**config.mk**
```make
export PLATFORM = sky130hd
export DESIGN_NAME = sram_req_tracker
export DESIGN_NICKNAME = d
export VERILOG_FILES = /design/src/rtl/sram_req_tracker.sv
export SDC_FILE = /design/constraint.sdc
export NUM_CORES = 1
export LEC_CHECK = 0
export BUFFER_PORTS_ARGS = -buffer_cell sky130_fd_sc_hd__buf_2
export CORE_AREA = 2 2 87 89
export CTS_BUF_LIST = sky130_fd_sc_hd__clkbuf_4 sky130_fd_sc_hd__clkbuf_8 sky130_fd_sc_hd__clkbuf_16
export DETAILED_ROUTE_END_ITERATION = 8
export DIE_AREA = 0 0 89 91
export PLACE_DENSITY = 0.69
export SETUP_SLACK_MARGIN = 0.05
export SLEW_MARGIN = 10
export SYNTH_ARGS = -nofsm -noshare
export SYNTH_HDL_FRONTEND = slang
export SYNTH_SLANG_ARGS = --single-unit
```
**constraint.sdc**
```tcl
create_clock -name clk -period 3.1 [get_ports clk]
set_input_delay 0.62 -clock clk [delete_from_list [all_inputs] [get_ports clk]]
set_output_delay 0.62 -clock clk [all_outputs]
set_load 0.01 [all_outputs]
```
**src/rtl/sram_req_tracker.sv**
```systemverilog
`default_nettype none
// ============================================================================
//  Module   : sram_req_tracker
//  Purpose  : Tracks address-accepted / data-pending requests between a
//             pipeline stage and an in-order SRAM-like bus. Caps the number
//             of outstanding requests at MAX_OUT and, after a pipeline
//             flush, silently discards the responses of every request that
//             was still pending so the stage never sees stale data.
//  Revision : 1.0  initial release
// ----------------------------------------------------------------------------
//  Parameters
//    MAX_OUT  (1..15) maximum outstanding requests
//    CNT_W    counter width, 2**CNT_W must exceed MAX_OUT
//  Build option
//    TRACKER_FLUSH_HOLD_EN  when defined, no new request issues while
//                           discards are still pending (DRAIN)
//  Ports
//    clk, reset                      clock, async active-high reset
//    up_req/wr/size/wstrb/addr/wdata request from the pipeline stage
//    up_addr_ok                      request accepted this cycle
//    up_data_ok, up_rdata            response forwarded to the stage
//    dn_req/wr/size/wstrb/addr/wdata request to the bus
//    dn_addr_ok, dn_data_ok, dn_rdata bus handshake and response
//    flush                           one-cycle pipeline cancel pulse
//    out_cnt, disc_cnt               outstanding / still-to-discard counts
//    state                           00 IDLE, 01 BUSY, 10 DRAIN
//    err                             sticky: response seen with nothing pending
// ============================================================================
module sram_req_tracker #(
   parameter int MAX_OUT = 2,
   parameter int CNT_W   = 4
) (
   input  logic             clk,
   input  logic             reset,
   // pipeline side
   input  logic             up_req,
   input  logic             up_wr,
   input  logic [1:0]       up_size,
   input  logic [3:0]       up_wstrb,
   input  logic [31:0]      up_addr,
   input  logic [31:0]      up_wdata,
   output logic             up_addr_ok,
   output logic             up_data_ok,
   output logic [31:0]      up_rdata,
   // bus side
   output logic             dn_req,
   output logic             dn_wr,
   output logic [1:0]       dn_size,
   output logic [3:0]       dn_wstrb,
   output logic [31:0]      dn_addr,
   output logic [31:0]      dn_wdata,
   input  logic             dn_addr_ok,
   input  logic             dn_data_ok,
   input  logic [31:0]      dn_rdata,
   // control / status
   input  logic             flush,
   output logic [CNT_W-1:0] out_cnt,
   output logic [CNT_W-1:0] disc_cnt,
   output logic [1:0]       state,
   output logic             err
);

   localparam logic [CNT_W-1:0] c_MAX_OUT = CNT_W'(MAX_OUT);
   localparam logic [CNT_W-1:0] c_ONE     = CNT_W'(1);

   typedef enum logic [1:0] {
      ST_IDLE  = 2'b00,
      ST_BUSY  = 2'b01,
      ST_DRAIN = 2'b10
   } state_t;

   state_t           r_state;
   logic [CNT_W-1:0] r_out_cnt;
   logic [CNT_W-1:0] r_disc_cnt;
   logic             r_err;

   logic             w_slot_free;
   logic             w_issue_ok;
   logic             w_acc;
   logic             w_rsp;
   logic             w_drop;
   logic             w_stray;
   logic [CNT_W-1:0] w_out_cnt_nxt;
   logic [CNT_W-1:0] w_disc_cnt_nxt;

   // Request fields pass straight through; only the handshake is tracked.
   assign dn_wr    = up_wr;
   assign dn_size  = up_size;
   assign dn_wstrb = up_wstrb;
   assign dn_addr  = up_addr;
   assign dn_wdata = up_wdata;
   assign up_rdata = dn_rdata;

   // Slot availability looks at the registered count only, so a response
   // arriving this cycle cannot free a slot for a request in the same cycle.
   assign w_slot_free = (r_out_cnt < c_MAX_OUT);

`ifdef TRACKER_FLUSH_HOLD_EN
   assign w_issue_ok = w_slot_free & (r_disc_cnt == '0);
`else
   assign w_issue_ok = w_slot_free;
`endif

   assign dn_req = up_req & w_issue_ok;

   // An acceptance during reset would be lost by the held registers, so the
   // stage must not be told it was accepted.
   assign w_acc      = dn_req & dn_addr_ok & ~reset;
   assign up_addr_ok = w_acc;

   // Responses only count when something is outstanding; otherwise they are
   // stray, ignored and flagged. out_cnt is held at 0 during reset, which
   // keeps up_data_ok low there as well.
   assign w_rsp      = dn_data_ok & (r_out_cnt != '0);
   assign w_stray    = dn_data_ok & (r_out_cnt == '0);
   assign w_drop     = w_rsp & (r_disc_cnt != '0);
   assign up_data_ok = w_rsp & (r_disc_cnt == '0);

   always_comb begin
      w_out_cnt_nxt = r_out_cnt;
      if (w_acc && !w_rsp) begin
         w_out_cnt_nxt = r_out_cnt + c_ONE;
      end else if (!w_acc && w_rsp) begin
         w_out_cnt_nxt = r_out_cnt - c_ONE;
      end
   end

   // A flush marks everything still pending after this edge for discard,
   // including a request accepted in the flush cycle itself. Any response in
   // the flush cycle is already excluded from out_cnt_next, and it was either
   // forwarded (old disc_cnt 0) or counted as a drop against the old value.
   always_comb begin
      w_disc_cnt_nxt = r_disc_cnt;
      if (flush) begin
         w_disc_cnt_nxt = w_out_cnt_nxt;
      end else if (w_drop) begin
         w_disc_cnt_nxt = r_disc_cnt - c_ONE;
      end
   end

   // Counters, sticky error and the state register. The state is derived
   // from the next-cycle counter values so it always agrees with them.
   always_ff @(posedge clk or posedge reset) begin
      if (reset) begin
         r_out_cnt  <= '0;
         r_disc_cnt <= '0;
         r_err      <= 1'b0;
         r_state    <= ST_IDLE;
      end else begin
         r_out_cnt  <= w_out_cnt_nxt;
         r_disc_cnt <= w_disc_cnt_nxt;
         if (w_stray) begin
            r_err <= 1'b1;
         end
         if (w_disc_cnt_nxt != '0) begin
            r_state <= ST_DRAIN;
         end else if (w_out_cnt_nxt != '0) begin
            r_state <= ST_BUSY;
         end else begin
            r_state <= ST_IDLE;
         end
      end
   end

   assign out_cnt  = r_out_cnt;
   assign disc_cnt = r_disc_cnt;
   assign state    = r_state;
   assign err      = r_err;

endmodule
`default_nettype wire
```
# After elaboration in Yosys (flattened, before gate mapping)
# Index checks and enable logic that the tools add are counted.
# totals
reg_bits	11
in_bits	109
out_inout_bits	117
# classes
n_addsub	3
order_cmp	1
n_mux	6
n_bitwise	8
n_reduce_logical	10
# ops
op	count
$mux 4	4
$reduce_bool 4->1	4
$logic_not 4->1	2
$sub 4x1->4 const B	2
$and 1x1->1	7
$add 4x1->4 const B	1
$lt 4x2->1 const B	1
$logic_and 1x1->1	2
$logic_not 1->1	2
$mux 2	1
$mux 1	1
$not 1->1	1

# Depth between registers and ports, before layout
# Gate-level depths: netlist of run 1.
# logic_depth
ltp_word	11
ltp_mapped	8
depth_no_buf	7

# Worst setup path after synthesis of run 1
# Ideal clock, no wire load.
# synth_timing
kind	register -> register
startpoint	register r_out_cnt[1] (netlist: out_cnt[1])
endpoint	register r_state[1] (netlist: state[1])
setup_ps	131
arrival_time_ps	2183
setup_slack_ps	785
stages_incl_launch_ff	8
path_buffers	0
cell_sequence	dfrtp_1 inv_1 ha_1 or3b_4 a221o_1 and3_4 mux2_2 or3_1
# synth_via
elab_chain_len	11
# synth_lines
element	line	source
from (decl)	73	logic [CNT_W-1:0] r_out_cnt;
from (signal assigned)	150	r_out_cnt <= w_out_cnt_nxt;
$lt 4x2->1	96	assign w_slot_free = (r_out_cnt < c_MAX_OUT);
$and 1x1->1	104	assign dn_req = up_req & w_issue_ok;
$and 1x1->1 (2 in a row)	108	assign w_acc = dn_req & dn_addr_ok & ~reset;
$logic_not 1->1	123	end else if (!w_acc && w_rsp) begin
$logic_and 1x1->1	123	
$mux 4	123	
$mux 4 *	121	if (w_acc && !w_rsp) begin
net w_out_cnt_nxt[1]	83	logic [CNT_W-1:0] w_out_cnt_nxt;
$mux 4 *	134	if (flush) begin
net w_disc_cnt_nxt[1]	84	logic [CNT_W-1:0] w_disc_cnt_nxt;
$reduce_bool 4->1 *	155	if (w_disc_cnt_nxt != '0) begin
$mux 2 *	155	
to (signal assigned)	156	r_state <= ST_DRAIN;
to (signal assigned)	158	r_state <= ST_BUSY;
to (signal assigned)	160	r_state <= ST_IDLE;
to (decl)	72	state_t r_state;
# Mark *: on every way through the listed nets, which the timed path passes. The rest lies on a longest branch.
# A chain may end at the register's enable or synchronous reset.

# Worst setup path in the final report of run 1
# layout_timing
startpoint	register r_out_cnt[0] (netlist: out_cnt[0])
endpoint	register r_state[0] (netlist: state[0])
# layout_via
elab_chain_len	11
# layout_lines
element	line
$lt 4x2->1	96
$and 1x1->1	104
$and 1x1->1 (2 in a row)	108
$logic_not 1->1	123
$logic_and 1x1->1	123
$mux 4	123
$mux 4	121
$reduce_bool 4->1 or $mux 4 (tied branches)	157, 134
$mux 1 or $reduce_bool 4->1 (tied branches)	157, 155
$mux 2 *	155
# Mark *: on every way between the ends. The rest lies on a longest branch, timed or not.

==> results.md, run 1 <==
- Yosys warning count: 0
- Unrepaired setup endpoints after global routing: false
- Hold Buf Count CTS: 0
- Nature of the critical path endpoint: flip-flop
- Commonest non-fill, non-tap cell in the layout: buf_2
- DP Worst Slack: 0.449 ns
- CTS HTree Levels: 1
- Post-synth top area share: 48.4%
- # rows: 31
- Top area cells in the synthesized netlist: buf_4, dfrtp_1, ha_1, inv_1, nor2_1
- Syn Nets: 299
- Drt wl/cell: 14.5 um
- Setup Viol. Count Final: 0
- Synth cell types: 43
- Area Overhead vs Synth: -33.3%
- Hold crit path type: in2async
- 1st-iter DRT viols: 33
- Post-CTS sizing: 0
- Endpoints failing hold: 0
- Final Power: 0.950 mW
- Fill cells: 823
- IO buf count: 19
- Number of global-route vias before repair: 855
- Final max-slew violation count: 0
- Die area: 8100 um2
- CP Class: reg2reg
- Worst-path clk slew: 0.05 ns
- Chip Width: 89 um
- Initial antenna violation count: 0
- I/O Pins: 226
- Leakage power: 0.452 nW
- CTS Sinks: 11
- Global-route wire length before repair: 4460 um
- Die Y: 91 um
- Diodes inserted: 0
- Critical Path RT: 3.20 ns
- Max Fclk: 376 MHz
- Commonest cells after routing, fill and taps aside: buf_2, dfrtp_1, nor2_1, inv_1
- Syn_area_per_cell: 8.60 um2
- Clk root buf: clkbuf_8
- Largest net degree at the start of global routing: 14
- Tcrit/Tclk final: 85.7%
- Critical path startpoint category: flip-flop
- Final ANT Viol Nets: 0
- Mapped cell area: 1600 um2
- Share of layout cells above drive strength 1: 35.9%
- Max FO, Critical Path: 12
- Vias/cell: 3.98
- Tightest Pin Transition: 0.559 ns
- Share of the yosys chip area belonging to registers: 17.2%
- Cell Pwr Density: 890 nW/um2
- Clock tree buffer depth: 2
- Fin nets: 217
- Drt pass-1 iters: 4
- Max-cap violations: 0
- TritonCTS clock tree: done
- CTS buffer count: 3
- Drc violations: 0
- Gr usage total: 7.23%
- Worst vdd ir: 173 uV
- Setup Buffers After CTS: 0
- Global route overflow: 0
- Minimum clock period: 2.66 ns
- Via count: 804
- Routed wire length: 2930 um
- Setup TNS: 0 ns
- Fin Hold WS: 0.386 ns
- Layout Skew: 0.00260 ns
- Slew margin rel.: 62.7%
- Initial Util: 22.4%
- Fin worst setup slack: 0.442 ns
- Core box area: 7140 um2
- Placer Congestion: 0.786
- Post-layout util: 15.0%
- Worst-Skew Late Latency: 0.23 ns
- Flops & latches, synth: 11
- Cell count after synthesis: 186
- Outcome: finished clean
- Final HPWL DP: 2350 um
- Worst path arrival time: 2.76 ns
- Post-synth top area cell: buf_4
## power by group
part | switching [mW] | internal [mW] | leakage, nW
clock | 0.0519 | 0.0989 | 0.0262
sequential | 0.0861 | 0.209 | 0.126
combinational | 0.277 | 0.227 | 0.300
## registers in the layout, indices dropped and copies added (netlist names)
signal	count
state	2
out_cnt	4
err	1
disc_cnt	4
## routing by layer
| layer | global-route usage (%) | vias up | wire [um] |
|---|---|---|---|
| li1 | - | 345 | - |
| met4 | 7.09 | 0 | 247 |
| met2 | 11.3 | 39 | 1390 |
| met5 | 0 | - | 0 |
| met1 | 6.24 | 382 | 911 |
| met3 | 3.91 | 38 | 374 |
## cells in the mapped netlist, drive strengths merged
master	n
or4b	1
mux2	2
a21oi	1
a221oi	1
o211a	1
or3	3
clkbuf	1
a21o	1
nand2	3
ha	4
nor3b	1
and2	2
xnor2	1
or3b	2
and3b	1
a311oi	1
o211ai	1
nand2b	1
nand3	3
nor4b	3
and3	2
dfrtp	11
nor2b	4
a221o	1
a211oi	1
buf	105
nor2	8
nor3	1
a41o	1
o2111a	1
a31o	1
o21ai	2
nor4	2
inv	8
mux2i	2
a2111oi	2
## cell type report
| cell class | count | area, um2 | share of cell area (%) |
|---|---|---|---|
| Clock buffer | 4 | 48.8 | 4.57 |
| Inverter | 8 | 30.0 | 2.81 |
| Multi-Input combinational cell | 61 | 494 | 46.3 |
| Sequential cell | 11 | 275 | 25.8 |
| Tap cell | 99 | 124 | 11.6 |
| Timing Repair Buffer | 19 | 95.1 | 8.91 |
## critical path, stage by stage, from the launching register on
cell       delay, ns
dfrtp_1         0.44
inv_1           0.11
ha_1            0.18
or3b_4          0.47
a2111oi_2       0.61
o21ai_0         0.28
a2111oi_4       0.34
nor4_1          0.09
## per-stage QoR
step / instance area (um2) / std cells
2_1_floorplan: 1600 / 186
3_3_place_gp: 1020 / 198
3_5_place_dp: 1020 / 198
4_1_cts: 1070 / 202
5_1_grt: 1070 / 202
6_report: 1070 / 202
## cell families after synthesis
logic type / share of synthesized area, %
flip-flops: 17.2
XOR/XNOR: 0.548
AO/OA/AOI/OAI: 9.70
AND/OR/NAND/NOR: 14.9
adder cells (fa/ha/maj): 3.13
buffers and inverters: 51.9
multiplexers: 2.66
## final timing paths
| kind | end | slack (ns) | depth (start not counted) | startpoint |
|---|---|---|---|---|
| max reg2reg | state[0] | 0.44 | 7 | out_cnt[0] |
| max in group asynchronous | state[1] | 2.42 | 2 | reset |
| min in group clk | err | 0.46 | 1 | err |
| min | disc_cnt[1] | 0.39 | 2 | reset |
| min reg2reg | err | 0.46 | 1 | err |
| max | state[0] | 0.44 | 7 | out_cnt[0] |
Power figures use the tool's default switching activity.
==> run 2, diff against run 1 <==
--- a/config.mk
+++ b/config.mk
@@ -11,6 +11,7 @@
 export DETAILED_ROUTE_END_ITERATION = 8
 export DIE_AREA = 0 0 89 91
 export PLACE_DENSITY = 0.69
+export RECOVER_POWER = 100
 export SETUP_SLACK_MARGIN = 0.05
 export SLEW_MARGIN = 10
 export SYNTH_ARGS = -nofsm -noshare
==> run 2 against run 1 <==
Against the previous run:
- via count stayed put
- largest power group unchanged
- wire length stayed put
- largest cell class unchanged
- die area stayed put
==> results.md, run 2 (synthesis results as in run 1) <==
- Clock tree buffer depth: 2 (unchanged)
- Vias/cell: 3.98 (unchanged)
- Finished Layout Cells: 202 (unchanged)
- Via count: 804 (unchanged)
- Commonest cells after routing, fill and taps aside: clkbuf_1, dfrtp_1, nor2_1, inv_1, buf_2
- IO buf count: 19 (unchanged)
- Setup Viol. Count Final: 0 (unchanged)
- Setup TNS: 0 ns (unchanged)
- Worst R2R Setup Slack: 0.45 ns (about the same)
- CTS Sinks: 11 (unchanged)
- Worst-Skew Late Latency: 0.23 ns (about the same)
- Final ANT Viol Nets: 0 (unchanged)
- # rows: 31 (unchanged)
- Worst-path clk slew: 0.05 ns (about the same)
- Cell Pwr Density: 881 nW/um2 (-1.0%)
- Clk root buf: clkbuf_8
- Routed wire length: 2930 um (unchanged)
- Slew margin rel.: 62.7% (+0.086 points)
- Share of layout cells above drive strength 1: 18.4% (-17 points)
- Drt pass-1 iters: 4 (unchanged)
- Dpl cells: 198 (unchanged)
- Global route overflow: 0 (unchanged)
- Reg-to-Reg Start: out_cnt[0]
- Minimum clock period: 2.65 ns (-0.00483 ns)
- TritonCTS clock tree: done
- I/O Pins: 226 (unchanged)
- Placer Congestion: 0.786 (unchanged)
- Fin nets: 217 (unchanged)
- Critical path startpoint category: flip-flop
- 1st-iter DRT viols: 39 (+18%)
- Gr usage total: 7.23% (unchanged)
- Worst vdd ir: 173 uV (+0.23%)
- Commonest non-fill, non-tap cell in the layout: clkbuf_1
- Max-cap violations: 0 (unchanged)
- Setup Buffers After CTS: 0 (unchanged)
- Hold crit path type: in2async
- FF-to-FF path depth: 7 (unchanged)
- Final HPWL DP: 2350 um (unchanged)
- Hold Buf Count CTS: 0 (unchanged)
- Drc violations: 0 (unchanged)
- Core box area: 7140 um2 (unchanged)
- Global-route wire length before repair: 4460 um (unchanged)
- Area Overhead vs Synth: -35.3%
- CTS buffer count: 3 (unchanged)
- Post-CTS sizing: 0 (unchanged)
- CP Class: reg2reg
- Endpoints failing hold: 0 (unchanged)
- Tcrit/Tclk final: 85.6% (-0.16 points)
- Critical Path Start: out_cnt[0]
- Leakage power: 0.407 nW (-9.9%)
- Final max-slew violation count: 0 (unchanged)
- Diodes inserted: 0 (unchanged)
- Worst path arrival time: 2.75 ns (about the same)
- Largest net degree at the start of global routing: 14 (unchanged)
- Drt wl/cell: 14.5 um (unchanged)
- Chip Width: 89 um (unchanged)
- Critical Path RT: 3.20 ns (about the same)
- Nature of the critical path endpoint: flip-flop
- Die Y: 91 um (unchanged)
- Layout Skew: 0.00287 ns (+0.000274 ns)
- Reg2reg end: state[0]
- Max FO, Critical Path: 12 (unchanged)
- Number of global-route vias before repair: 855 (unchanged)
- Die area: 8100 um2 (unchanged)
- CTS HTree Levels: 1 (unchanged)
- Outcome: finished clean
- Initial antenna violation count: 0 (unchanged)
- Max Fclk: 377 MHz (+0.18%)
- Unrepaired setup endpoints after global routing: false
- Initial Util: 22.4% (unchanged)
- Tightest Pin Transition: 0.558 ns (-0.00129 ns)
-- run 2: cell count changes in the layout (fill, tap and decap cells not counted) --
| cell | before | now |
|---|---|---|
| clkbuf_1 | 0 | 14 |
| or4b_4 | 1 | 0 |
| a221oi_1 | 0 | 1 |
| and3_4 | 1 | 0 |
| a221oi_2 | 1 | 0 |
| buf_2 | 19 | 5 |
| mux2_2 | 2 | 1 |
| or4b_1 | 0 | 1 |
| and3_1 | 1 | 2 |
| mux2_1 | 0 | 1 |
-- run 2: worst max-delay path, cell delays in order, from the launching register on --
cell       delay (ns)
dfrtp_1          0.44
inv_1            0.11
ha_1             0.18
or3b_4           0.47
a2111oi_2        0.61
o21ai_0          0.28
a2111oi_4        0.34
nor4_1           0.09
-- run 2: metal layers --
metal  vias to the layer above  part of all wire (%)  track usage [%]
met5                         -                     0                0
met4                         0                   8.4             7.09
met3                        38                    13             3.91
met2                        37                    48             11.3
met1                       383                    31             6.24
li1                        346                     -                -
-- run 2: layout make-up --
cell class	instances	area (um2)
clock buffers	4	48.8
well taps	99	124
fillers	837	6100
repair buffers	19	77.6
flip-flops and latches	11	275
inverters	8	30.0
multi-input cells	61	479
-- run 2: worst max-delay path by stage --
stage / endpoint / depth (start not counted)
after floorplan: state[1] / 7
after global placement: state[0] / 7
after detailed placement: state[0] / 7
after CTS: state[0] / 7
after global routing: state[0] / 7
final: state[0] / 7
-- run 2: where the power goes --
group          internal, mW  switching (mW)  leakage, nW
registers             0.209          0.0860        0.126
logic                 0.194           0.272        0.255
clock network        0.0989          0.0521       0.0262
-- run 2: per-stage QoR --
stage          util, %  setup WS (ns)  power [mW]  hold slack [ns]  area (um2)
3_3_place_gp      14.3          0.580       0.793            0.466        1020
4_1_cts           15.0          0.450       0.965            0.405        1070
5_1_grt           14.5          0.250       0.993            0.430        1030
6_report          14.5          0.447       0.911            0.372        1030
2_1_floorplan        -          0.785       0.785            0.472        1600
3_5_place_dp      14.3          0.449       0.806            0.451        1020
